<file path="config.mk">
export PLATFORM = sky130hd
export DESIGN_NAME = pc_next_unit
export DESIGN_NICKNAME = d
export VERILOG_FILES = /design/src/rtl/pc_pkg.sv /design/src/rtl/pc_ras.sv /design/src/rtl/pc_next_unit.sv
export SDC_FILE = /design/constraint.sdc
export NUM_CORES = 1
export LEC_CHECK = 0
export BUFFER_PORTS_ARGS = -buffer_cell sky130_fd_sc_hd__buf_2
export CORE_ASPECT_RATIO = 0.75
export CORE_MARGIN = 8
export CORE_UTILIZATION = 26
export CTS_CLUSTER_DIAMETER = 50
export DETAILED_ROUTE_END_ITERATION = 12
export HOLD_SLACK_MARGIN = 0.03
export REMOVE_ABC_BUFFERS = 1
export SLEW_MARGIN = 20
export SYNTH_ARGS = -nofsm -noshare
export SYNTH_HDL_FRONTEND = slang
export SYNTH_SLANG_ARGS = --single-unit
</file>
<file path="constraint.sdc">
create_clock -name clk -period 5.17 [get_ports clk]
set_clock_uncertainty 0.1 [all_clocks]
set_input_delay 0.2585 -clock clk [delete_from_list [all_inputs] [get_ports clk]]
set_output_delay 0.2585 -clock clk [all_outputs]
set_load 0.005 [all_outputs]
</file>
<file path="src/rtl/pc_pkg.sv">
// Shared types and helpers for the next-PC unit: select encoding, instruction
// size and the J-type target concatenation.
`timescale 1ns/1ps
package pc_pkg;

    typedef enum logic [1:0] {
        SEL_SEQ,
        SEL_BRANCH,
        SEL_JUMP,
        SEL_RET
    } next_sel_t;

    localparam int INSTR_BYTES = 4;
    localparam int MAX_WIDTH   = 64;

    // {upper[3:0], index, 2'b00} placed in a width-bit field; index must be zero above width-6.
    function automatic logic [MAX_WIDTH-1:0] jump_target(
        input logic [3:0]           upper,
        input logic [MAX_WIDTH-1:0] index,
        input int                   width
    );
        return (MAX_WIDTH'(upper) << (width - 4)) | (index << 2);
    endfunction

endpackage

</file>
<file path="src/rtl/pc_ras.sv">
// Circular return-address stack: push, pop and replace-top, with count,
// empty/full flags and a registered overflow pulse when the oldest entry is lost.
`timescale 1ns/1ps
module pc_ras #(
    parameter int WIDTH     = 32,
    parameter int RAS_DEPTH = 4
) (
    input  logic             clk,
    input  logic             rst_n,
    input  logic             en,
    input  logic             push,
    input  logic             pop,
    input  logic [WIDTH-1:0] push_data,
    output logic [WIDTH-1:0] top,
    output logic             empty,
    output logic             full,
    output logic             overflow
);

    localparam int PW = $clog2(RAS_DEPTH);
    localparam int CW = PW + 1;
    localparam logic [CW-1:0] DEPTH_C = CW'(RAS_DEPTH);

    logic [WIDTH-1:0] stack_mem [RAS_DEPTH];
    logic [PW-1:0]    ptr;
    logic [PW-1:0]    top_idx;
    logic [CW-1:0]    count;
    logic             overflow_q;
    logic             do_push;
    logic             do_replace;
    logic             do_pop;

    // ptr addresses the next free slot; when full it also addresses the oldest entry.
    assign top_idx  = ptr - PW'(1);
    assign top      = stack_mem[top_idx];
    assign empty    = (count == '0);
    assign full     = (count == DEPTH_C);
    assign overflow = overflow_q;

    // A simultaneous push and pop replaces the top, or acts as a plain push when empty.
    assign do_push    = en & push & (~pop | empty);
    assign do_replace = en & push & pop & ~empty;
    assign do_pop     = en & pop & ~push & ~empty;

    // NOTE: storage has no reset; count and ptr alone decide which entries are valid.
    always_ff @(posedge clk) begin
        if (do_push) begin
            stack_mem[ptr] <= push_data;
        end else if (do_replace) begin
            stack_mem[top_idx] <= push_data;
        end
    end

    // NOTE: state registers use non-blocking assignments so every flop samples pre-edge values.
    always_ff @(posedge clk or negedge rst_n) begin
        if (!rst_n) begin
            ptr        <= '0;
            count      <= '0;
            overflow_q <= 1'b0;
        end else begin
            overflow_q <= 1'b0;
            if (do_push) begin
                ptr <= ptr + PW'(1);
                if (full) begin
                    overflow_q <= 1'b1;
                end else begin
                    count <= count + CW'(1);
                end
            end else if (do_pop) begin
                ptr   <= ptr - PW'(1);
                count <= count - CW'(1);
            end
        end
    end

endmodule

</file>
<file path="src/rtl/pc_next_unit.sv">
// Next-PC stage: registered PC, ret > jump > branch > sequential selection,
// stall hold and return-address stack. Optional misaligned-target trap: PC_ALIGN_TRAP_EN.
`timescale 1ns/1ps
module pc_next_unit
    import pc_pkg::*;
#(
    parameter int               WIDTH       = 32,
    parameter logic [WIDTH-1:0] RESET_PC    = WIDTH'(32'h0000_0000),
    parameter int               RAS_DEPTH   = 4,
    parameter logic [WIDTH-1:0] TRAP_VECTOR = WIDTH'(32'h0000_0080)
) (
    input  logic             clk,
    input  logic             rst_n,
    input  logic             stall,
    input  logic             branch_taken,
    input  logic [WIDTH-1:0] branch_offset,
    input  logic             jump,
    input  logic [WIDTH-7:0] jump_index,
    input  logic             call,
    input  logic             ret,
    input  logic [WIDTH-1:0] ret_target,
    output logic [WIDTH-1:0] pc,
    output logic [WIDTH-1:0] pcplus4,
    output logic [WIDTH-1:0] pcbranch,
    output logic             ras_empty,
    output logic             ras_full,
    output logic             ras_overflow,
    output logic             misalign
);

    logic [WIDTH-1:0] pc_q;
    logic [WIDTH-1:0] ras_top;
    logic [WIDTH-1:0] jtarget;
    logic [WIDTH-1:0] rtarget;
    logic [WIDTH-1:0] sel_pc;
    logic [WIDTH-1:0] aligned_pc;
    logic [WIDTH-1:0] next_pc;
    logic             trap;
    next_sel_t        sel;

    assign pc       = pc_q;
    assign pcplus4  = pc_q + WIDTH'(INSTR_BYTES);
    assign pcbranch = pcplus4 + (branch_offset << 2);
    assign jtarget  = WIDTH'(jump_target(pcplus4[WIDTH-1:WIDTH-4], MAX_WIDTH'(jump_index), WIDTH));
    assign rtarget  = ras_empty ? ret_target : ras_top;

    // NOTE: every always_comb output gets a default first so no path infers a latch.
    always_comb begin
        sel = SEL_SEQ;
        if (ret) begin
            sel = SEL_RET;
        end else if (jump) begin
            sel = SEL_JUMP;
        end else if (branch_taken) begin
            sel = SEL_BRANCH;
        end
    end

    always_comb begin
        sel_pc = pcplus4;
        case (sel)
            SEL_RET:    sel_pc = rtarget;
            SEL_JUMP:   sel_pc = jtarget;
            SEL_BRANCH: sel_pc = pcbranch;
            default:    sel_pc = pcplus4;
        endcase
    end

`ifdef PC_ALIGN_TRAP_EN
    logic misalign_q;

    assign trap       = |sel_pc[1:0];
    assign aligned_pc = sel_pc;
    assign misalign   = misalign_q;

    always_ff @(posedge clk or negedge rst_n) begin
        if (!rst_n) begin
            misalign_q <= 1'b0;
        end else begin
            misalign_q <= ~stall & trap;
        end
    end
`else
    assign trap       = 1'b0;
    assign aligned_pc = sel_pc & ~WIDTH'(3);
    assign misalign   = 1'b0;
`endif

    assign next_pc = trap ? TRAP_VECTOR : aligned_pc;

    always_ff @(posedge clk or negedge rst_n) begin
        if (!rst_n) begin
            pc_q <= RESET_PC;
        end else if (!stall) begin
            pc_q <= next_pc;
        end
    end

    // The stack sees the same stall as the PC so both hold together.
    pc_ras #(
        .WIDTH     (WIDTH),
        .RAS_DEPTH (RAS_DEPTH)
    ) u_ras (
        .clk       (clk),
        .rst_n     (rst_n),
        .en        (~stall),
        .push      (jump & call),
        .pop       (ret),
        .push_data (pcplus4),
        .top       (ras_top),
        .empty     (ras_empty),
        .full      (ras_full),
        .overflow  (ras_overflow)
    );

endmodule
</file>
==> impl_results.md, run 1 <==
* # nets final at 1164
* Initial antenna violation count at 4
* Vias in the first global route at 7565
* Clock latency on the worst-skew pair at 0.43 ns
* CP max-delay cell: or3_1
* Die H at 178.5 µm
* Maximum VDD drop at 0.0002340 V
* Max-cap viol count at 0
* Hold Crit Class: primary input to flip-flop
* CTS sink cnt at 156
* Share of cells above drive strength 1 at 28.76%
* Wirelength per Cell at 22.88 µm
* Multi-input logic area at 4506 µm²
* Synth Instances at 838
* Core box area at 34700 µm²
* Detail Placement HPWL at 25.83 mm
* Critical path class: flip-flop to output port
* Status: finished clean
* Fin util at 32.98%
* Ys flop type: edfxtp_1
* Metal2 WL at 15.05 mm
* Starting Density at 26.39%
* Largest net degree at the start of global routing at 64
* M1 wire length at 15.67 mm
* Final setup viols at 0
* Drt drc at 0
* Row cnt at 59
* Startpoint types: flip-flop
* Share of the synthesized area in the top cell type at 39.35%
* Total track usage at 16.10%
* Clock Tree Root: clkbuf_16
* Slew margin rel. at 37.27%
* Worst-margin pin slew at 0.9400 ns
* FF+latch area at 4506 µm²
* Yosys reg bits at 156
* Tmin final at 4.901 ns
* P_leak at 0.004551 µW
* Port bufs at 185
* Gpl congestion at 0.9258
* Met3 wire length at 2.781 mm
* H-tree depth at 4
* Ranking of synthesized cells by area: edfxtp_1 39%, dfrtp_1 9.8%, mux4_2 7.4%
* Power Density at 539.8 nW/µm²
* F_max at 0.2041 GHz
* Fill cells at 3562
* Die area at 41540 µm²
* Number of synthesized flops with an enable pin at 120
* Routed via count at 7714
* Worst hold slack at 0.1036 ns
* Max incr delay on CP at 0.60 ns
* Routed Antenna Nets at 0
* Io pins at 197
* Largest fanout on the critical path at 11
* Total gr overflow at 0
* Count of cell types in the netlist at 63
* WL final at 34.34 mm
* Yosys warnings at 0
* Max-slew violation count at 0
* First-pass GRT wire length at 49.52 mm
* Synth-to-layout area growth at 24.94%
* Total power at 6176 µW
* Synth area leader: edfxtp_1
* CP required at 4.81 ns
* TritonCTS buffer count at 17
* Reg clk slew, reported paths at 0.07 ns
* Initial detailed-routing violation count at 638
* Maximum clock path buffer count at 2
* Synth async-reset ratio at 23.08%
* Arrival time at the worst endpoint at 4.54 ns
* CTS tree: done
* Critical path cell sequence: and3_1, nand4_1, or3_1, xnor2_1, ha_1, nand3_1, nor2_1, o21ai_0, a21boi_1, nor2_1, o21a_1, xnor2_1, buf_2
* Mapped cell area at 9158 µm²
* Via density at 5.139
* Max Used Layer: met5
* Die width at 232.7 µm
* Critical path capture point type: output port
* Fin. Hold Viols at 0
* Mapped Avg Cell Area at 10.93 µm²
* TritonRoute pass-1 iters at 5
* Register area share after synthesis at 49.19%
* Post-route clock period utilization at 94.79%
[cell usage in the layout (no fill, tap or decap), types with 5 or more instances in the layout]
master | netlist | final
o22ai_1 | 6 | 6
nor2b_1 | 8 | 8
edfxtp_1 | 120 | 120
o21ai_0 | 37 | 37
o22a_1 | 8 | 8
inv_1 | 15 | 15
mux4_2 | 30 | 30
a31oi_1 | 16 | 16
inv_6 | 0 | 6
a311oi_1 | 7 | 7
nor2_1 | 61 | 58
nand3_1 | 33 | 33
buf_2 | 3 | 184
nand4_1 | 9 | 9
xor2_1 | 21 | 19
and3_1 | 13 | 12
nand2_1 | 125 | 125
nor3_1 | 9 | 7
conb_1 | 1 | 7
buf_4 | 7 | 30
a21oi_1 | 49 | 49
ha_1 | 35 | 35
or3_1 | 5 | 5
clkbuf_16 | 0 | 17
o221ai_1 | 13 | 13
a21o_1 | 18 | 18
xnor2_1 | 38 | 34
and2_1 | 6 | 6
a211oi_1 | 12 | 11
dfrtp_1 | 36 | 35
[per-stage QoR]
stage,cell area [µm²],TNS [ns],std cells,setup slack (ns)
5_1_grt,11440,-0.01192,1501,-0.01192
3_5_place_dp,10700,0,1465,0.6147
2_1_floorplan,8966,0,795,0.7118
4_1_cts,11350,0,1499,0.09397
6_report,11440,0,1501,0.2693
3_3_place_gp,10700,0,1465,0.6476
[worst paths after layout]
check                                from        endpoint  slack (ns)  cells past startpoint
max in group asynchronous           rst_n    u_ras.ptr[0]        4.21                      2
max reg2reg                        pc[12]          pc[30]        0.77                     14
min in group asynchronous           rst_n  u_ras.count[2]        0.34                      2
min                        jump_index[18]          pc[20]        0.10                      3
max                                pc[12]    pcbranch[29]        0.27                     13
min reg2reg                u_ras.count[2]  u_ras.count[2]        0.39                      1
[logic make-up after synthesis]
logic type | share of synthesized area [%]
mux | 8.184
xor+xnor | 5.821
buf+inv | 2.992
simple gates | 14.29
fa+ha+maj | 5.219
flops | 49.19
other cells | 0.04095
compound gates | 14.26
[repair_timing]
item | in CTS | in global routing
endpoints found under the hold margin | 37 | 0
hold buffers | 2 | 0
endpoints found under the setup margin | 0 | 6
resized for setup | 0 | 13
buffers inserted | 0 | 1
[layer usage]
metal | vias to the layer above | GRT usage, %
li1 | 3526 | -
met1 | 3824 | 22.46
met2 | 317 | 24.03
met3 | 45 | 4.339
met4 | 2 | 4.944
met5 | - | 0
[critical path: cells and delay by family (launching register included)]
family / cells / cell delay [ns]
AOI/OAI and AO/OA: 3 / 0.64
xor gates and xnor gates: 2 / 0.68
adders and majority gates: 1 / 0.44
buffers and inverters: 1 / 0.15
DFF: 1 / 0.45
and+or+nand+nor: 6 / 1.75
[power breakdown]
part	total [µW]	internal, µW	leakage (µW)	switching [µW]
Combinational	2940	1250	0.00274	1690
Clock	1350	779	0.000305	575
Sequential	1880	1630	0.00151	251
[state kept, by name (all words and copies together) (netlist names)]
| signal | flops |
|---|---|
| u_ras.overflow | 1 |
| u_ras.stack_mem | 120 |
| u_ras.ptr | 2 |
| u_ras.count | 3 |
| pc | 30 |
[layout make-up]
cell class	count	area share, %
diodes	1	0.02187
clock buffers	17	3.718
clock inverters	15	1.783
inverters	16	0.5249
multi-input cells	623	39.38
flip-flops and latches	156	39.38
well taps	457	4.998
repair buffers	216	10.19
[Yosys cell counts (15+ instances only)]
master      n
a21o_1     18
a21oi_1    49
a31oi_1    16
clkbuf_1   34
dfrtp_1    36
edfxtp_1  120
ha_1       35
inv_1      15
mux4_2     30
nand2_1   125
nand3_1    33
nor2_1     61
o21ai_0    37
xnor2_1    38
xor2_1     21
Power figures use the tool's default switching activity.
==> inputs of run 2 (changes only) <==
CORE_ASPECT_RATIO = not set   (was 0.75)
SETUP_SLACK_MARGIN = 0.3   (was not set)
==> impl_results.md, run 2 (synthesis results as in run 1) <==
* Status: finished clean (unchanged)
* Largest net degree at the start of global routing at 64 (unchanged)
* Largest Register: u_ras.stack_mem (unchanged)
* Gpl congestion at 0.8811 (was 0.9258)
* Clock Tree Root: clkbuf_16 (unchanged)
* Max incr delay on CP at 0.50 ns (was 0.60 ns)
* Worst-margin pin slew at 1.014 ns (was 0.9400 ns)
* CP required at 4.81 ns (about the same)
* Max-slew violation count at 0 (unchanged)
* CP max-delay cell: dfrtp_1 (was or3_1)
* TritonRoute pass-1 iters at 8 (was 5)
* Row cnt at 68 (was 59)
* Hold Crit Class: primary input to flip-flop (unchanged)
* Maximum VDD drop at 0.0002112 V (was 0.0002340 V)
* Maximum clock path buffer count at 2 (unchanged)
* Psw at 2514 µW (was 2516 µW)
* WL final at 34.69 mm (was 34.34 mm)
* Vias in the first global route at 7759 (was 7565)
* Critical path capture point type: output port (unchanged)
* Initial antenna violation count at 6 (was 4)
* CTS sink cnt at 156 (unchanged)
* Largest fanout on the critical path at 8 (was 11)
* Wirelength per Cell at 22.97 µm (was 22.88 µm)
* Max-cap viol count at 0 (unchanged)
* CTS tree: done (unchanged)
* Via density at 5.117 (was 5.139)
* Sw Ratio at 40.96% (was 40.74%)
* Internal at 3624 µW (was 3659 µW)
* Fill cells at 3513 (was 3562)
* Worst path bufs/invs at 4 (was 1)
* Drt drc at 0 (unchanged)
* Logic pwr share at 48.8% (was 47.6%)
* Power Density at 528.1 nW/µm² (was 539.8 nW/µm²)
* Clock Power Share at 20.3% (was 21.9%)
* Arrival time at the worst endpoint at 4.35 ns (was 4.54 ns)
* Max reg flops at 120 (unchanged)
* Most common cell after layout, fill and taps aside: buf_2 (unchanged)
* Reg clk slew, reported paths at 0.07 ns (about the same)
* Post-route clock period utilization at 91.07% (was 94.79%)
* Die H at 203.7 µm (was 178.5 µm)
* Final setup viols at 0 (unchanged)
* Io pins at 197 (unchanged)
* Slew margin rel. at 32.43% (was 37.27%)
* Fin Setup TNS at 0 ns (unchanged)
* Routed via count at 7727 (was 7714)
* Detail Placement HPWL at 25.54 mm (was 25.83 mm)
* Critical Path Most Common Cell: buf_4
* Critical path class: flip-flop to output port (unchanged)
* Total gr overflow at 0 (unchanged)
* Total track usage at 16.31% (was 16.10%)
* H-tree depth at 4 (unchanged)
* Tmin final at 4.708 ns (was 4.901 ns)
* RSZ-0062 raised after global routing: false
* Most frequent cells in the layout: 185 x buf_2, 125 x nand2_1, 120 x edfxtp_1 (was 184 x buf_2, 125 x nand2_1, 120 x edfxtp_1)
* Initial detailed-routing violation count at 554 (was 638)
* Register share of total power at 30.9% (was 30.5%)
* Startpoint types: flip-flop (unchanged)
* Port bufs at 185 (unchanged)
* Die area at 41480 µm² (was 41540 µm²)
* Starting Density at 26.45% (was 26.39%)
* Critical path cell sequence: ha_4, nand4_1, buf_4, buf_4, nor3_1, buf_4, and4_1, xnor2_2, ha_2, and3_1, a311oi_1, nand3_1, o41a_1, nand2_1, buf_2 (was and3_1, nand4_1, or3_1, xnor2_1, ha_1, nand3_1, nor2_1, o21ai_0, a21boi_1, nor2_1, o21a_1, xnor2_1, buf_2)
* Core box area at 34630 µm² (was 34700 µm²)
* Cell family contributing the most delay on the critical path: simple AND/OR/NAND/NOR gates (unchanged)
* Die width at 203.7 µm (was 232.7 µm)
* Synth-to-layout area growth at 26.93% (was 24.94%)
* First-pass GRT wire length at 50.59 mm (was 49.52 mm)
* Routed Antenna Nets at 0 (unchanged)
* Clock latency on the worst-skew pair at 0.43 ns (about the same)
* P_leak at 0.004606 µW (was 0.004551 µW)
* F_max at 0.2124 GHz (was 0.2041 GHz)
* # nets final at 1175 (was 1164)
* TritonCTS buffer count at 17 (unchanged)
* Fin worst setup slack at 0.4618 ns (was 0.2693 ns)
* Pre-CTS setup slack at 0.3262 ns (was 0.6147 ns)
* Fin. Hold Viols at 0 (unchanged)
* Share of cells above drive strength 1 at 31.12% (was 28.76%)
## run 2: cell type report
cell class                 count  area (µm²)  area share [%]
antenna                        1       2.502         0.02153
clock buffer                  18       439.2           3.778
clock inverter                14       136.4           1.173
inverter                      16       60.06          0.5167
multi-input combinational    623        4628           39.82
sequential                   156        4509           38.79
tap                          455       569.3           4.898
timing repair buffer         227        1279           11.00
## run 2: what timing repair did
item                                    in CTS  in global routing
resized for setup                           10                 26
endpoints found under the setup margin      10                  8
hold endpoints to repair                    37                  0
buffers inserted                             4                  5
pin swaps                                    2                  5
hold buffers                                 2                  0
## run 2: metrics by stage
stage                     util [%]  power, µW  cells  hold WS (ns)  cell area [µm²]
after global routing         33.57       6544   1510        0.1113            11620
after global placement       30.96       4805   1465        0.3731            10720
after detailed placement     30.98       4842   1465        0.3761            10730
after CTS                    32.99       6126   1503       0.09493            11420
final                        33.57       6138   1510        0.1043            11620
after floorplan                  -       3573    795       -0.1371             8966
## run 2: power groups by stage
| stage | logic [µW] | clock network [µW] | registers (µW) |
|---|---|---|---|
| 2_1_floorplan | 1680 | 0 | 1890 |
| 3_3_place_gp | 2920 | 0 | 1890 |
| 3_5_place_dp | 2940 | 0 | 1900 |
| 4_1_cts | 2980 | 1270 | 1890 |
| 5_1_grt | 3310 | 1310 | 1930 |
| 6_report | 3000 | 1250 | 1900 |
## run 2: path summary, 6_finish.rpt
| check | start | end | slack [ns] | depth (start not counted) |
|---|---|---|---|---|
| max | pc[3] | pcbranch[31] | 0.46 | 15 |
| min | jump_index[17] | pc[19] | 0.10 | 3 |
| max reg2reg | pc[3] | pc[31] | 1.03 | 15 |
| min reg2reg | u_ras.count[2] | u_ras.count[2] | 0.39 | 1 |
| max in group asynchronous | rst_n | u_ras.ptr[0] | 4.10 | 3 |
| min in group asynchronous | rst_n | pc[6] | 0.34 | 2 |
## run 2: worst reg2reg max path, delay by kind of cell (launching register included)
kind	cells	cell delay (ns)
flops	1	0.50
simple gates	6	1.16
compound gates	3	0.88
fa+ha+maj	2	0.64
xor+xnor	1	0.21
buf+inv	3	0.52
## run 2: metal layers
layer / vias up / share of wire, % / track usage, %
met1: 3811 / 43 / 21.70
met2: 311 / 47 / 25.58
met4: 10 / 1.8 / 4.766
met5: - / 0.17 / 0
li1: 3555 / - / -
met3: 40 / 8.3 / 4.491
